<file path="src/rtl/bp_pkg.sv">
// Shared types for the branch predict unit: saturating-counter encoding and BTB entry layout.
// Widths of the package struct match the default geometry; the top re-declares it per parameters.
package bp_pkg;

  typedef enum logic [1:0] {
    SNT = 2'b00,
    WNT = 2'b01,
    WT  = 2'b10,
    ST  = 2'b11
  } ctr_e;

  localparam int unsigned DEF_PC_W  = 9;
  localparam int unsigned DEF_TAG_W = 3;

  typedef struct packed {
    logic                 valid;
    logic [DEF_TAG_W-1:0] tag;
    logic [DEF_PC_W-1:0]  target;
    logic                 is_jump;
    ctr_e                 ctr;
  } btb_entry_t;

  localparam ctr_e RESET_CTR = WNT;
  localparam ctr_e ALLOC_CTR = WT;

endpackage

</file>
<file path="src/rtl/branch_predict_unit_if.sv">
// Fetch-lookup and EX-resolve signal bundle between the pipeline and the branch predict unit.
interface branch_predict_unit_if #(
  parameter int unsigned PC_W = 9
);
  logic [PC_W-1:0] f_pc;
  logic            f_pred_taken;
  logic [PC_W-1:0] f_pred_target;
  logic            ex_valid;
  logic [PC_W-1:0] ex_pc;
  logic [31:0]     ex_imm;
  logic            ex_branch;
  logic            ex_jmp;
  logic            ex_jmpr;
  logic [31:0]     ex_alu_result;
  logic            ex_pred_taken;
  logic [PC_W-1:0] ex_pred_target;
  logic [31:0]     pc_imm;
  logic [31:0]     pc_four;
  logic            redirect;
  logic [31:0]     redirect_pc;
  logic [31:0]     perf_branches;
  logic [31:0]     perf_mispredicts;

  modport master (
    output f_pc, ex_valid, ex_pc, ex_imm, ex_branch, ex_jmp, ex_jmpr, ex_alu_result,
           ex_pred_taken, ex_pred_target,
    input  f_pred_taken, f_pred_target, pc_imm, pc_four, redirect, redirect_pc,
           perf_branches, perf_mispredicts
  );

  modport slave (
    input  f_pc, ex_valid, ex_pc, ex_imm, ex_branch, ex_jmp, ex_jmpr, ex_alu_result,
           ex_pred_taken, ex_pred_target,
    output f_pred_taken, f_pred_target, pc_imm, pc_four, redirect, redirect_pc,
           perf_branches, perf_mispredicts
  );
endinterface

</file>
<file path="src/rtl/bp_sat_ctr2.sv">
// Next state of a 2-bit saturating branch counter; 00 and 11 hold at the extremes.
module bp_sat_ctr2
  import bp_pkg::*;
(
  input  ctr_e i_ctr,
  input  logic i_taken,
  output ctr_e o_ctr
);

  always_comb begin
    o_ctr = i_ctr;
    unique case (i_ctr)
      SNT: o_ctr = i_taken ? WNT : SNT;
      WNT: o_ctr = i_taken ? WT  : SNT;
      WT:  o_ctr = i_taken ? ST  : WNT;
      ST:  o_ctr = i_taken ? ST  : WT;
      default: o_ctr = i_ctr;
    endcase
  end

endmodule

</file>
<file path="src/rtl/branch_predict_unit.sv">
// EX-stage branch resolver with a direct-mapped BTB (2-bit counters) for fetch prediction
// and 32-bit resolution / mispredict performance counters.
module branch_predict_unit
  import bp_pkg::*;
#(
  parameter int unsigned PC_W        = 9,
  parameter int unsigned BTB_ENTRIES = 16
) (
  input logic                  clk,
  input logic                  reset_n,
  branch_predict_unit_if.slave io_bus
);

  localparam int unsigned IDX_W = $clog2(BTB_ENTRIES);
  localparam int unsigned TAG_W = PC_W - IDX_W - 2;

  typedef struct packed {
    logic             valid;
    logic [TAG_W-1:0] tag;
    logic [PC_W-1:0]  target;
    logic             is_jump;
    ctr_e             ctr;
  } entry_t;

  localparam entry_t RESET_ENTRY = '{valid: 1'b0, tag: '0, target: '0, is_jump: 1'b0,
                                     ctr: RESET_CTR};

  entry_t r_btb [BTB_ENTRIES];
  logic [31:0] r_perf_branches;
  logic [31:0] r_perf_mispredicts;

  // Fetch lookup
  logic [IDX_W-1:0] w_f_idx;
  logic [TAG_W-1:0] w_f_tag;
  entry_t           w_f_entry;
  logic             w_f_hit;

  assign w_f_idx   = io_bus.f_pc[IDX_W+1:2];
  assign w_f_tag   = io_bus.f_pc[PC_W-1:IDX_W+2];
  assign w_f_entry = r_btb[w_f_idx];
  assign w_f_hit   = w_f_entry.valid && (w_f_entry.tag == w_f_tag);

  assign io_bus.f_pred_taken  = w_f_hit && (w_f_entry.is_jump || w_f_entry.ctr[1]);
  assign io_bus.f_pred_target = w_f_entry.target;

  // EX resolution
  logic [31:0] w_pc_ext;
  logic [31:0] w_pc_imm;
  logic [31:0] w_pc_four;
  logic [31:0] w_actual_target;
  logic        w_actual_taken;
  logic        w_resolve;
  logic        w_mispredict;
  logic        w_redirect;

  assign w_pc_ext        = {{(32-PC_W){1'b0}}, io_bus.ex_pc};
  assign w_pc_imm        = w_pc_ext + io_bus.ex_imm;
  assign w_pc_four       = w_pc_ext + 32'd4;
  assign w_resolve       = io_bus.ex_valid &&
                           (io_bus.ex_branch || io_bus.ex_jmp || io_bus.ex_jmpr);
  assign w_actual_taken  = (io_bus.ex_branch && io_bus.ex_alu_result[0]) ||
                           io_bus.ex_jmp || io_bus.ex_jmpr;
  assign w_actual_target = io_bus.ex_jmpr ? {io_bus.ex_alu_result[31:1], 1'b0} : w_pc_imm;
  // Only the low PC_W bits of the target are predicted, so only those are compared.
  assign w_mispredict    = (w_actual_taken != io_bus.ex_pred_taken) ||
                           (w_actual_taken &&
                            (io_bus.ex_pred_target != w_actual_target[PC_W-1:0]));
  assign w_redirect      = w_resolve && w_mispredict;

  assign io_bus.pc_imm           = w_pc_imm;
  assign io_bus.pc_four          = w_pc_four;
  assign io_bus.redirect         = w_redirect;
  assign io_bus.redirect_pc      = w_actual_taken ? w_actual_target : w_pc_four;
  assign io_bus.perf_branches    = r_perf_branches;
  assign io_bus.perf_mispredicts = r_perf_mispredicts;

  // Training
  logic [IDX_W-1:0] w_ex_idx;
  logic [TAG_W-1:0] w_ex_tag;
  entry_t           w_ex_entry;
  logic             w_ex_hit;
  ctr_e             w_next_ctr;
  logic             w_wr_en;
  entry_t           w_wr_entry;

  assign w_ex_idx   = io_bus.ex_pc[IDX_W+1:2];
  assign w_ex_tag   = io_bus.ex_pc[PC_W-1:IDX_W+2];
  assign w_ex_entry = r_btb[w_ex_idx];
  assign w_ex_hit   = w_ex_entry.valid && (w_ex_entry.tag == w_ex_tag);

  bp_sat_ctr2 u_sat_ctr (
    .i_ctr   (w_ex_entry.ctr),
    .i_taken (w_actual_taken),
    .o_ctr   (w_next_ctr)
  );

  always_comb begin
    w_wr_en    = 1'b0;
    w_wr_entry = w_ex_entry;
    if (w_resolve) begin
      if (w_ex_hit) begin
        w_wr_en = 1'b1;
        if (io_bus.ex_branch) begin
          w_wr_entry.ctr = w_next_ctr;
          if (w_actual_taken) w_wr_entry.target = w_actual_target[PC_W-1:0];
        end else begin
          w_wr_entry.target  = w_actual_target[PC_W-1:0];
          w_wr_entry.is_jump = 1'b1;
        end
      end else if (w_actual_taken) begin
        // Allocation evicts whatever aliased entry occupies this index.
        w_wr_en            = 1'b1;
        w_wr_entry.valid   = 1'b1;
        w_wr_entry.tag     = w_ex_tag;
        w_wr_entry.target  = w_actual_target[PC_W-1:0];
        w_wr_entry.is_jump = io_bus.ex_jmp || io_bus.ex_jmpr;
        w_wr_entry.ctr     = ALLOC_CTR;
      end
    end
  end

  always_ff @(posedge clk or negedge reset_n) begin
    if (!reset_n) begin
      for (int i = 0; i < BTB_ENTRIES; i++) r_btb[i] <= RESET_ENTRY;
    end else if (w_wr_en) begin
      r_btb[w_ex_idx] <= w_wr_entry;
    end
  end

  always_ff @(posedge clk or negedge reset_n) begin
    if (!reset_n) begin
      r_perf_branches    <= '0;
      r_perf_mispredicts <= '0;
    end else begin
      if (w_resolve)  r_perf_branches    <= r_perf_branches + 32'd1;
      if (w_redirect) r_perf_mispredicts <= r_perf_mispredicts + 32'd1;
    end
  end

  logic w_unused;
  assign w_unused = ^{io_bus.f_pc[1:0], w_f_entry.ctr[0]};

endmodule

</file>
<file path="src/flat_wrapper.sv">
// flat-port wrapper written by rule: the top's interface ports become plain ports
module branch_predict_unit_flat import bp_pkg::*;
#(
  parameter int unsigned PC_W        = 9,
  parameter int unsigned BTB_ENTRIES = 16
)
  (clk, reset_n, io_bus_f_pc, io_bus_ex_valid, io_bus_ex_pc, io_bus_ex_imm, io_bus_ex_branch, io_bus_ex_jmp, io_bus_ex_jmpr, io_bus_ex_alu_result, io_bus_ex_pred_taken, io_bus_ex_pred_target, io_bus_f_pred_taken, io_bus_f_pred_target, io_bus_pc_imm, io_bus_pc_four, io_bus_redirect, io_bus_redirect_pc, io_bus_perf_branches, io_bus_perf_mispredicts);
  branch_predict_unit_if #(.PC_W(PC_W)) io_bus_i ();
  input logic clk;
  input logic reset_n;
  input wire logic [$bits(io_bus_i.f_pc)-1:0] io_bus_f_pc;
  input wire logic [$bits(io_bus_i.ex_valid)-1:0] io_bus_ex_valid;
  input wire logic [$bits(io_bus_i.ex_pc)-1:0] io_bus_ex_pc;
  input wire logic [$bits(io_bus_i.ex_imm)-1:0] io_bus_ex_imm;
  input wire logic [$bits(io_bus_i.ex_branch)-1:0] io_bus_ex_branch;
  input wire logic [$bits(io_bus_i.ex_jmp)-1:0] io_bus_ex_jmp;
  input wire logic [$bits(io_bus_i.ex_jmpr)-1:0] io_bus_ex_jmpr;
  input wire logic [$bits(io_bus_i.ex_alu_result)-1:0] io_bus_ex_alu_result;
  input wire logic [$bits(io_bus_i.ex_pred_taken)-1:0] io_bus_ex_pred_taken;
  input wire logic [$bits(io_bus_i.ex_pred_target)-1:0] io_bus_ex_pred_target;
  output wire logic [$bits(io_bus_i.f_pred_taken)-1:0] io_bus_f_pred_taken;
  output wire logic [$bits(io_bus_i.f_pred_target)-1:0] io_bus_f_pred_target;
  output wire logic [$bits(io_bus_i.pc_imm)-1:0] io_bus_pc_imm;
  output wire logic [$bits(io_bus_i.pc_four)-1:0] io_bus_pc_four;
  output wire logic [$bits(io_bus_i.redirect)-1:0] io_bus_redirect;
  output wire logic [$bits(io_bus_i.redirect_pc)-1:0] io_bus_redirect_pc;
  output wire logic [$bits(io_bus_i.perf_branches)-1:0] io_bus_perf_branches;
  output wire logic [$bits(io_bus_i.perf_mispredicts)-1:0] io_bus_perf_mispredicts;
  assign io_bus_i.f_pc = io_bus_f_pc;
  assign io_bus_i.ex_valid = io_bus_ex_valid;
  assign io_bus_i.ex_pc = io_bus_ex_pc;
  assign io_bus_i.ex_imm = io_bus_ex_imm;
  assign io_bus_i.ex_branch = io_bus_ex_branch;
  assign io_bus_i.ex_jmp = io_bus_ex_jmp;
  assign io_bus_i.ex_jmpr = io_bus_ex_jmpr;
  assign io_bus_i.ex_alu_result = io_bus_ex_alu_result;
  assign io_bus_i.ex_pred_taken = io_bus_ex_pred_taken;
  assign io_bus_i.ex_pred_target = io_bus_ex_pred_target;
  assign io_bus_f_pred_taken = io_bus_i.f_pred_taken;
  assign io_bus_f_pred_target = io_bus_i.f_pred_target;
  assign io_bus_pc_imm = io_bus_i.pc_imm;
  assign io_bus_pc_four = io_bus_i.pc_four;
  assign io_bus_redirect = io_bus_i.redirect;
  assign io_bus_redirect_pc = io_bus_i.redirect_pc;
  assign io_bus_perf_branches = io_bus_i.perf_branches;
  assign io_bus_perf_mispredicts = io_bus_i.perf_mispredicts;
  branch_predict_unit #(.PC_W(PC_W), .BTB_ENTRIES(BTB_ENTRIES)) u_core (.clk(clk), .reset_n(reset_n), .io_bus(io_bus_i));
endmodule
</file>
<file path="config.mk">
export PLATFORM = sky130hd
export DESIGN_NAME = branch_predict_unit_flat
export DESIGN_NICKNAME = d
export VERILOG_FILES = /design/src/rtl/bp_pkg.sv /design/src/rtl/branch_predict_unit_if.sv /design/src/rtl/bp_sat_ctr2.sv /design/src/rtl/branch_predict_unit.sv /design/src/flat_wrapper.sv
export SDC_FILE = /design/constraint.sdc
export NUM_CORES = 1
export LEC_CHECK = 0
export BUFFER_PORTS_ARGS = -buffer_cell sky130_fd_sc_hd__buf_4
export CAP_MARGIN = 20
export CELL_PAD_IN_SITES_DETAIL_PLACEMENT = 1
export CELL_PAD_IN_SITES_GLOBAL_PLACEMENT = 1
export CORE_MARGIN = 2
export CORE_UTILIZATION = 43
export DETAILED_ROUTE_END_ITERATION = 6
export PLACE_DENSITY = 0.85
export SYNTH_ARGS = -nofsm -noshare
export SYNTH_HDL_FRONTEND = slang
export SYNTH_SLANG_ARGS = --single-unit
</file>
<file path="constraint.sdc">
create_clock -name clk -period 2.9 [get_ports clk]
set_input_delay 0.145 -clock clk [delete_from_list [all_inputs] [get_ports clk]]
set_output_delay 0.145 -clock clk [all_outputs]
set_load 0.01 [all_outputs]
</file>
==> flow_metrics.tcl, run 1 <==
set metrics [dict create \
    status "complete, but fails checks" \
    violations "setup timing" \
    antenna_found_initial 9 \
    drtIter0Drc 1513 \
    fin_area_mm2 0.0241 \
    first_pass_iters 6 \
    dieWidth_um 211 \
    drcViolationCount 0 \
    required_ps 3340 \
    path_clk_slew_ps 80 \
    p_seq_share_pct 39.5 \
    path_cells "mux2_2, o22ai_1, or3_1, nand3_1, o22ai_2, a31oi_4, buf_6, buf_12, nor2_4, clkbuf_16, mux2_4" \
    via_count 15400 \
    die_area_mm2 0.0444 \
    grtUsageMet2_pct 56.0 \
    num_io_pins 269 \
    synthFlopType "dfrtp_1" \
    cts_tree "built" \
    cts_root_buf "clkbuf_16" \
    timing.setup.tns_ps -25710 \
    ys_types 68 \
    crit_path_end_kind "flop" \
    die_h_um 211 \
    layout_setup_ws_ps -202 \
    worstMarginPinSlew_ps 1320 \
    cts.sinks 320 \
    cp_slowest_stage_delay_ps 420 \
    switching_power_mw 5.71 \
    placed_cell_area_mm2 0.0216 \
    gp_congestion 0.875 \
    cts_buffer_depth 3 \
    drive_gt1_share_pct 51.1 \
    fin_crit_sh_pct 107 \
    final_hold_viol_count 0 \
    grt.met3_usage_pct 7.20 \
    drt-total-wl_mm 78.5 \
    worstSetupPathType "reg -> reg" \
    crit_fanout 7 \
    p_sw_share_pct 33.8 \
    htreeDepth 2 \
    yosys_warnings 0 \
    wl_per_cell_um 33.8 \
    cp_data_arrival_time_ps 3550 \
    grt_pass1_vias 16500 \
    syn_inst 1403 \
    p_per_area_mw_per_mm2 701 \
    ys_seq_area_share_pct 43.7 \
    nNetsFinal 1869 \
    crit_slowest_cell "dfrtp_1" \
    p_comb_share_pct 32.6 \
    layout_common_cells "buf_4 (354), dfrtp_1 (304), mux2_4 (159), mux4_2 (133), xnor2_1 (83)" \
    finalNonFillerCells 2323 \
    async_flop_share_pct 100 \
    top_usage_layer "met2" \
    clock_latency_ps 590 \
    synth-seq-cells 320 \
    slew_headroom_pct 10.9 \
    use_met1_pct 39.1 \
    maxCapViolations 0 \
    setup_viol 215 \
    synthesis.area_mm2 0.0184 \
    track_usage_pct 33.3 \
    cp-start-kind "flop" \
    fin_util_pct 57.4 \
    clock_power_share_pct 27.9 \
    vias_per_cell 6.65 \
    irDropWorstVdd_mv 0.372 \
    avgSynthCellArea_um2 13.1 \
    rsz0062_at_grt "yes" \
    skew_ps 39.6 \
    grt_pass1_wl_mm 110 \
    fmax_mhz 322 \
    finalCriticalPeriod_ps 3100 \
    internal-power_mw 11.2 \
    overflow 0 \
    synth-edff-count 0 \
    layout_commonest_cell "buf_4" \
    start_util_pct 43.7 \
    cts-buffers-inserted 37 \
    antenna_left 0 \
    syn_to_final_growth_pct 31.4 \
    placed_cells 2214 \
    grt_max_degree 82 \
    maxSlewViolCount 0 \
    p_leak_nw 10.8 \
    power_mw 16.9 \
    core_mm2 0.0420 \
    hp-class "in -> async" \
    rows 75 \
    portBuffers 244 \
    dp_hpwl_mm 44.5 \
]
-- synthesized netlist by cell type, drive strengths merged (8+ instances only) --
| cell | number | area, µm² |
|---|---|---|
| nand4 | 22 | 138 |
| xor2 | 26 | 228 |
| nor2 | 49 | 229 |
| clkbuf | 42 | 158 |
| and3 | 25 | 156 |
| mux2 | 224 | 2550 |
| o2bb2ai | 8 | 70.1 |
| ha | 15 | 188 |
| nand2 | 62 | 233 |
| a22o | 17 | 149 |
| and2 | 9 | 56.3 |
| a21oi | 14 | 70.1 |
| nand2b | 9 | 56.3 |
| dfrtp | 304 | 7610 |
| inv | 8 | 30.0 |
| mux4 | 133 | 3000 |
| xnor2 | 89 | 787 |
| mux2i | 25 | 250 |
| buf | 79 | 577 |
| dfstp | 16 | 420 |
| o21ai | 82 | 410 |
| or2 | 16 | 100 |
| nand3 | 47 | 240 |
-- worst paths after layout --
check,from,end,slack (ps),depth (start not counted)
max,u_core.r_btb[110],u_core.r_btb[167],-200,11
min,reset_n,u_core.io_bus.perf_branches[11],120,2
max reg2reg,u_core.r_btb[110],u_core.r_btb[167],-200,11
min reg2reg,u_core.r_btb[224],u_core.r_btb[224],480,1
max in group asynchronous,reset_n,u_core.r_btb[80],1780,3
min in group clk,io_bus_ex_valid,u_core.io_bus.perf_branches[0],160,3
-- flip-flops by register name, summed over array words and instances (netlist names) --
register,count
u_core.io_bus.perf_branches,32
u_core.io_bus.perf_mispredicts,32
u_core.r_btb,256
-- power groups by stage --
stage                     clock network [mW]  registers [mW]  logic (mW)
after floorplan                            0            6.15        2.86
after global placement                     0            6.31        4.25
after detailed placement                   0            6.49        4.49
after CTS                               4.61            6.46        4.99
after global routing                    4.90            6.74        5.73
final                                   4.73            6.69        5.51
-- routing by layer --
layer | vias to the layer above | share of wire (%)
met3 | 398 | 9.3
li1 | 5914 | -
met5 | - | 0.050
met1 | 8014 | 35
met2 | 1106 | 49
met4 | 6 | 7.4
-- per-stage QoR --
stage | worst slack, ps | hold WS [ps]
finish | -202 | 125
detailed placement | -635 | 143
CTS | -95.7 | 120
floorplan | 11.5 | -151
global route | -181 | 175
global placement | -480 | 136
-- critical path: cells and delay by family, from the launching register on --
family                 cells  cell delay, ps
AO/OA/AOI/OAI              3             840
multiplexers               2             600
buffers and inverters      3             570
AND/OR/NAND/NOR            3             510
flip-flops                 1             420
-- cell families after synthesis --
logic type	synth area share [%]
buffers and inverters	4.16
DFF	43.7
other	0.0204
muxes	31.5
and+or+nand+nor	7.96
xor gates and xnor gates	5.52
adders and majority gates	1.18
AOI/OAI and AO/OA	5.94
-- what timing repair did --
item,in CTS,in global routing
pin swaps,21,23
gates cloned,10,2
endpoints found under the hold margin,63,0
setup buffers,20,15
resized for setup,157,93
endpoints found under the setup margin,248,261
hold buffers,1,0
-- area by class of cell --
type / count / area [µm²]
Clock inverter: 10 / 88.8
Inverter: 8 / 30.0
Fill cell: 4141 / 17900
Sequential cell: 320 / 8030
Tap cell: 539 / 674
Clock buffer: 53 / 1060
Antenna cell: 5 / 12.5
Timing Repair Buffer: 413 / 3740
Multi-Input combinational cell: 975 / 10500
No activity file was read; power rests on OpenSTA's default activity.
==> run 2: changes to the inputs <==
Settings changed: ABC_AREA set to 1, CORE_UTILIZATION 43 to 38, PLACE_DENSITY 0.85 to 0.84, SKIP_LAST_GASP set to 1.
==> run 2 against run 1 <==
  * The flow now finishes without violations
  * Cell area rose by 0.71%
  * Maximum frequency rose by 11%
  * Register-to-register slack improved by 480 ps
  * Critical endpoint is now io_bus_redirect
  * Largest cell class unchanged
==> flow_metrics.tcl, run 2 <==
set metrics [dict create \
    grt_pass1_wl_mm 126 \
    worstSetupPathType "in -> out" \
    internal-power_mw 9.92 \
    yosysTopAreaCellShare_pct 37.8 \
    synth_area_leaders "dfrtp_1 (38%), nand2_1 (20%), o21ai_0 (8.1%)" \
    maxCapViolations 0 \
    gp_congestion 0.941 \
    p_leak_nw 12.6 \
    synth-xor-area-share_pct 3.92 \
    die_area_mm2 0.0548 \
    path_clk_slew_ps 60 \
    final_hold_viol_count 0 \
    p_seq_share_pct 40.7 \
    cp_data_arrival_time_ps 2640 \
    antenna_found_initial 0 \
    synth-adder-area-share_pct 1.03 \
    synth_top_family_by_area "simple AND/OR/NAND/NOR gates" \
    synthesis.area_mm2 0.0201 \
    overflow 0 \
    rsz0062_at_grt "yes" \
    cp-start-kind "primary input" \
    vias_per_cell 5.53 \
    fin_area_mm2 0.0243 \
    dp_hpwl_mm 59.4 \
    placed_cell_area_mm2 0.0230 \
    syn_to_final_growth_pct 20.9 \
    synth-seq-cells 320 \
    drcViolationCount 0 \
    cts.sinks 320 \
    hp-class "in -> reg" \
    status "completed" \
    via_count 21500 \
    crit_fanout 12 \
    yosysMostFrequentCell "nand2_1" \
    clock_power_share_pct 33.2 \
    p_per_area_mw_per_mm2 627 \
    placed_cells 3816 \
    p_comb_share_pct 26.1 \
    yosysTopAreaCell "dfrtp_1" \
    largest_register "u_core.r_btb" \
    cts_buffer_depth 3 \
    portBuffers 244 \
    synthMuxAreaShare_pct 0.0684 \
    crit_path_end_kind "output pin" \
    skew_ps 25.2 \
    ys_seq_area_share_pct 39.9 \
    synth-edff-count 0 \
    finalCriticalPeriod_ps 2780 \
    async_flop_share_pct 100 \
    track_usage_pct 29.4 \
    fmax_mhz 359 \
    dieWidth_um 234 \
    cts_root_buf "clkbuf_16" \
    synth_compound_area_share_pct 14.9 \
    nNetsFinal 3283 \
    yosys_warnings 0 \
    rows 84 \
    hold-worst-slack_ps 79.9 \
    die_h_um 234 \
    drive_gt1_share_pct 15.7 \
    slew_headroom_pct 32.2 \
    cts-buffers-inserted 38 \
    core_mm2 0.0524 \
    wl_per_cell_um 21.0 \
    yosys.area_share.simple_pct 30.4 \
    ys_types 46 \
    clock_latency_ps 580 \
    layout_commonest_cell "nand2_1" \
    syn_inst 2938 \
    synth_common_cells "nand2_1 (1,060), o21ai_0 (327), dfrtp_1 (304)" \
    grt_max_degree 128 \
    postCtsSetupBuffers 0 \
    switching_power_mw 5.33 \
    first_pass_iters 5 \
    grt_pass1_vias 22500 \
    htreeDepth 2 \
    finalNonFillerCells 3888 \
    fin_crit_sh_pct 96.0 \
    num_io_pins 269 \
    drt-total-wl_mm 81.8 \
    p_sw_share_pct 35.0 \
    n_fill_cell 6731 \
    irDropWorstVdd_mv 0.354 \
    synthFlopType "dfrtp_1" \
    maxSlewViolCount 0 \
    worstMarginPinSlew_ps 1020 \
    power_mw 15.3 \
    cts_tree "built" \
    avgSynthCellArea_um2 6.85 \
    largest_reg_flops 256 \
    setup_viol 0 \
    drtIter0Drc 1720 \
    required_ps 2760 \
    antenna_left 0 \
    layout_common_cells "nand2_1 (1,059), buf_4 (343), o21ai_0 (327), dfrtp_1 (304), nor2_1 (233)" \
    start_util_pct 38.4 \
]
-- run 2: cell count changes in the layout (fill, tap and decap cells not counted), sizes merged, moves of 62 or more --
cell	change
inv	+223
mux2	-224
a21oi	+127
nor2	+186
mux4	-133
xnor2	-62
nand3	+73
nand2	+1015
o21ai	+305
-- run 2: kinds of logic after synthesis --
family	count (synthesis)
DFF	320
xor gates and xnor gates	90
adders and majority gates	16
other	1
muxes	1
and+or+nand+nor	1511
AOI/OAI and AO/OA	569
buffers and inverters	430
-- run 2: per-stage QoR --
step / TNS, ps / util [%] / worst slack [ps]
2_1_floorplan: 0 / - / 634
3_3_place_gp: -4850 / 43.8 / -178
3_5_place_dp: -5050 / 43.8 / -181
4_1_cts: 0 / 46.3 / 27.4
5_1_grt: -23.0 / 46.4 / -23.0
6_report: 0 / 46.4 / 116
-- run 2: layer usage --
metal  vias to the layer above  GRT usage, %  part of all wire [%]
li1                       9791             -                     -
met1                     10800          36.7                    41
met2                       775          50.7                    49
met3                       149          5.23                   7.4
met4                         0          10.8                   3.3
met5                         -             0                     0
-- run 2: repair_timing --
item                                   CTS  global route
pin swaps                                2             1
hold buffers                             1             0
cloned                                   0             0
endpoints found under the hold margin  181             0
setup endpoints to repair                1             3
gates resized for setup                  6             2
-- run 2: final timing paths --
kind | to | slack (ps) | cells after the start | start
worst max register to register | u_core.r_btb[178] | 280 | 15 | u_core.r_btb[78]
worst min register to register | u_core.r_btb[208] | 470 | 2 | u_core.r_btb[208]
worst max-delay path | io_bus_redirect | 120 | 17 | io_bus_ex_pc[0]
worst min-delay path | u_core.io_bus.perf_branches[0] | 80 | 4 | io_bus_ex_valid
max in group asynchronous | u_core.io_bus.perf_mispredicts[31] | 1830 | 3 | reset_n
min in group asynchronous | u_core.r_btb[26] | 100 | 2 | reset_n
-- run 2: power groups by stage --
| stage | clock, mW | sequential (mW) | combinational, mW |
|---|---|---|---|
| after detailed placement | 0 | 6.23 | 3.90 |
| after global routing | 5.32 | 6.30 | 4.44 |
| after floorplan | 0 | 6.02 | 2.33 |
| after global placement | 0 | 6.16 | 3.68 |
| final | 5.07 | 6.21 | 3.99 |
| after CTS | 5.13 | 6.18 | 3.97 |
-- run 2: final cells by class --
cell class | instances | area (µm²) | area share (%)
Clock buffer | 55 | 1150 | 4.71
Inverter | 236 | 887 | 3.65
Sequential cell | 320 | 8030 | 33.0
Antenna cell | 1 | 2.50 | 0.0103
Timing Repair Buffer | 364 | 2980 | 12.3
Clock inverter | 15 | 169 | 0.695
Multi-Input combinational cell | 2209 | 10200 | 42.1
Tap cell | 688 | 861 | 3.54
-- run 2: critical path, cell delays in order --
cell     delay, ps
buf_4          130
ha_4           180
fa_2           590
nand2_1         80
nand2_2        100
xnor2_1        130
nand4_1        120
nor2_1         100
buf_4          130
nand3_1         70
nor2_1         120
nand3_2        130
buf_4          170
nand2_1        100
buf_12         150
inv_1           50
buf_4          140
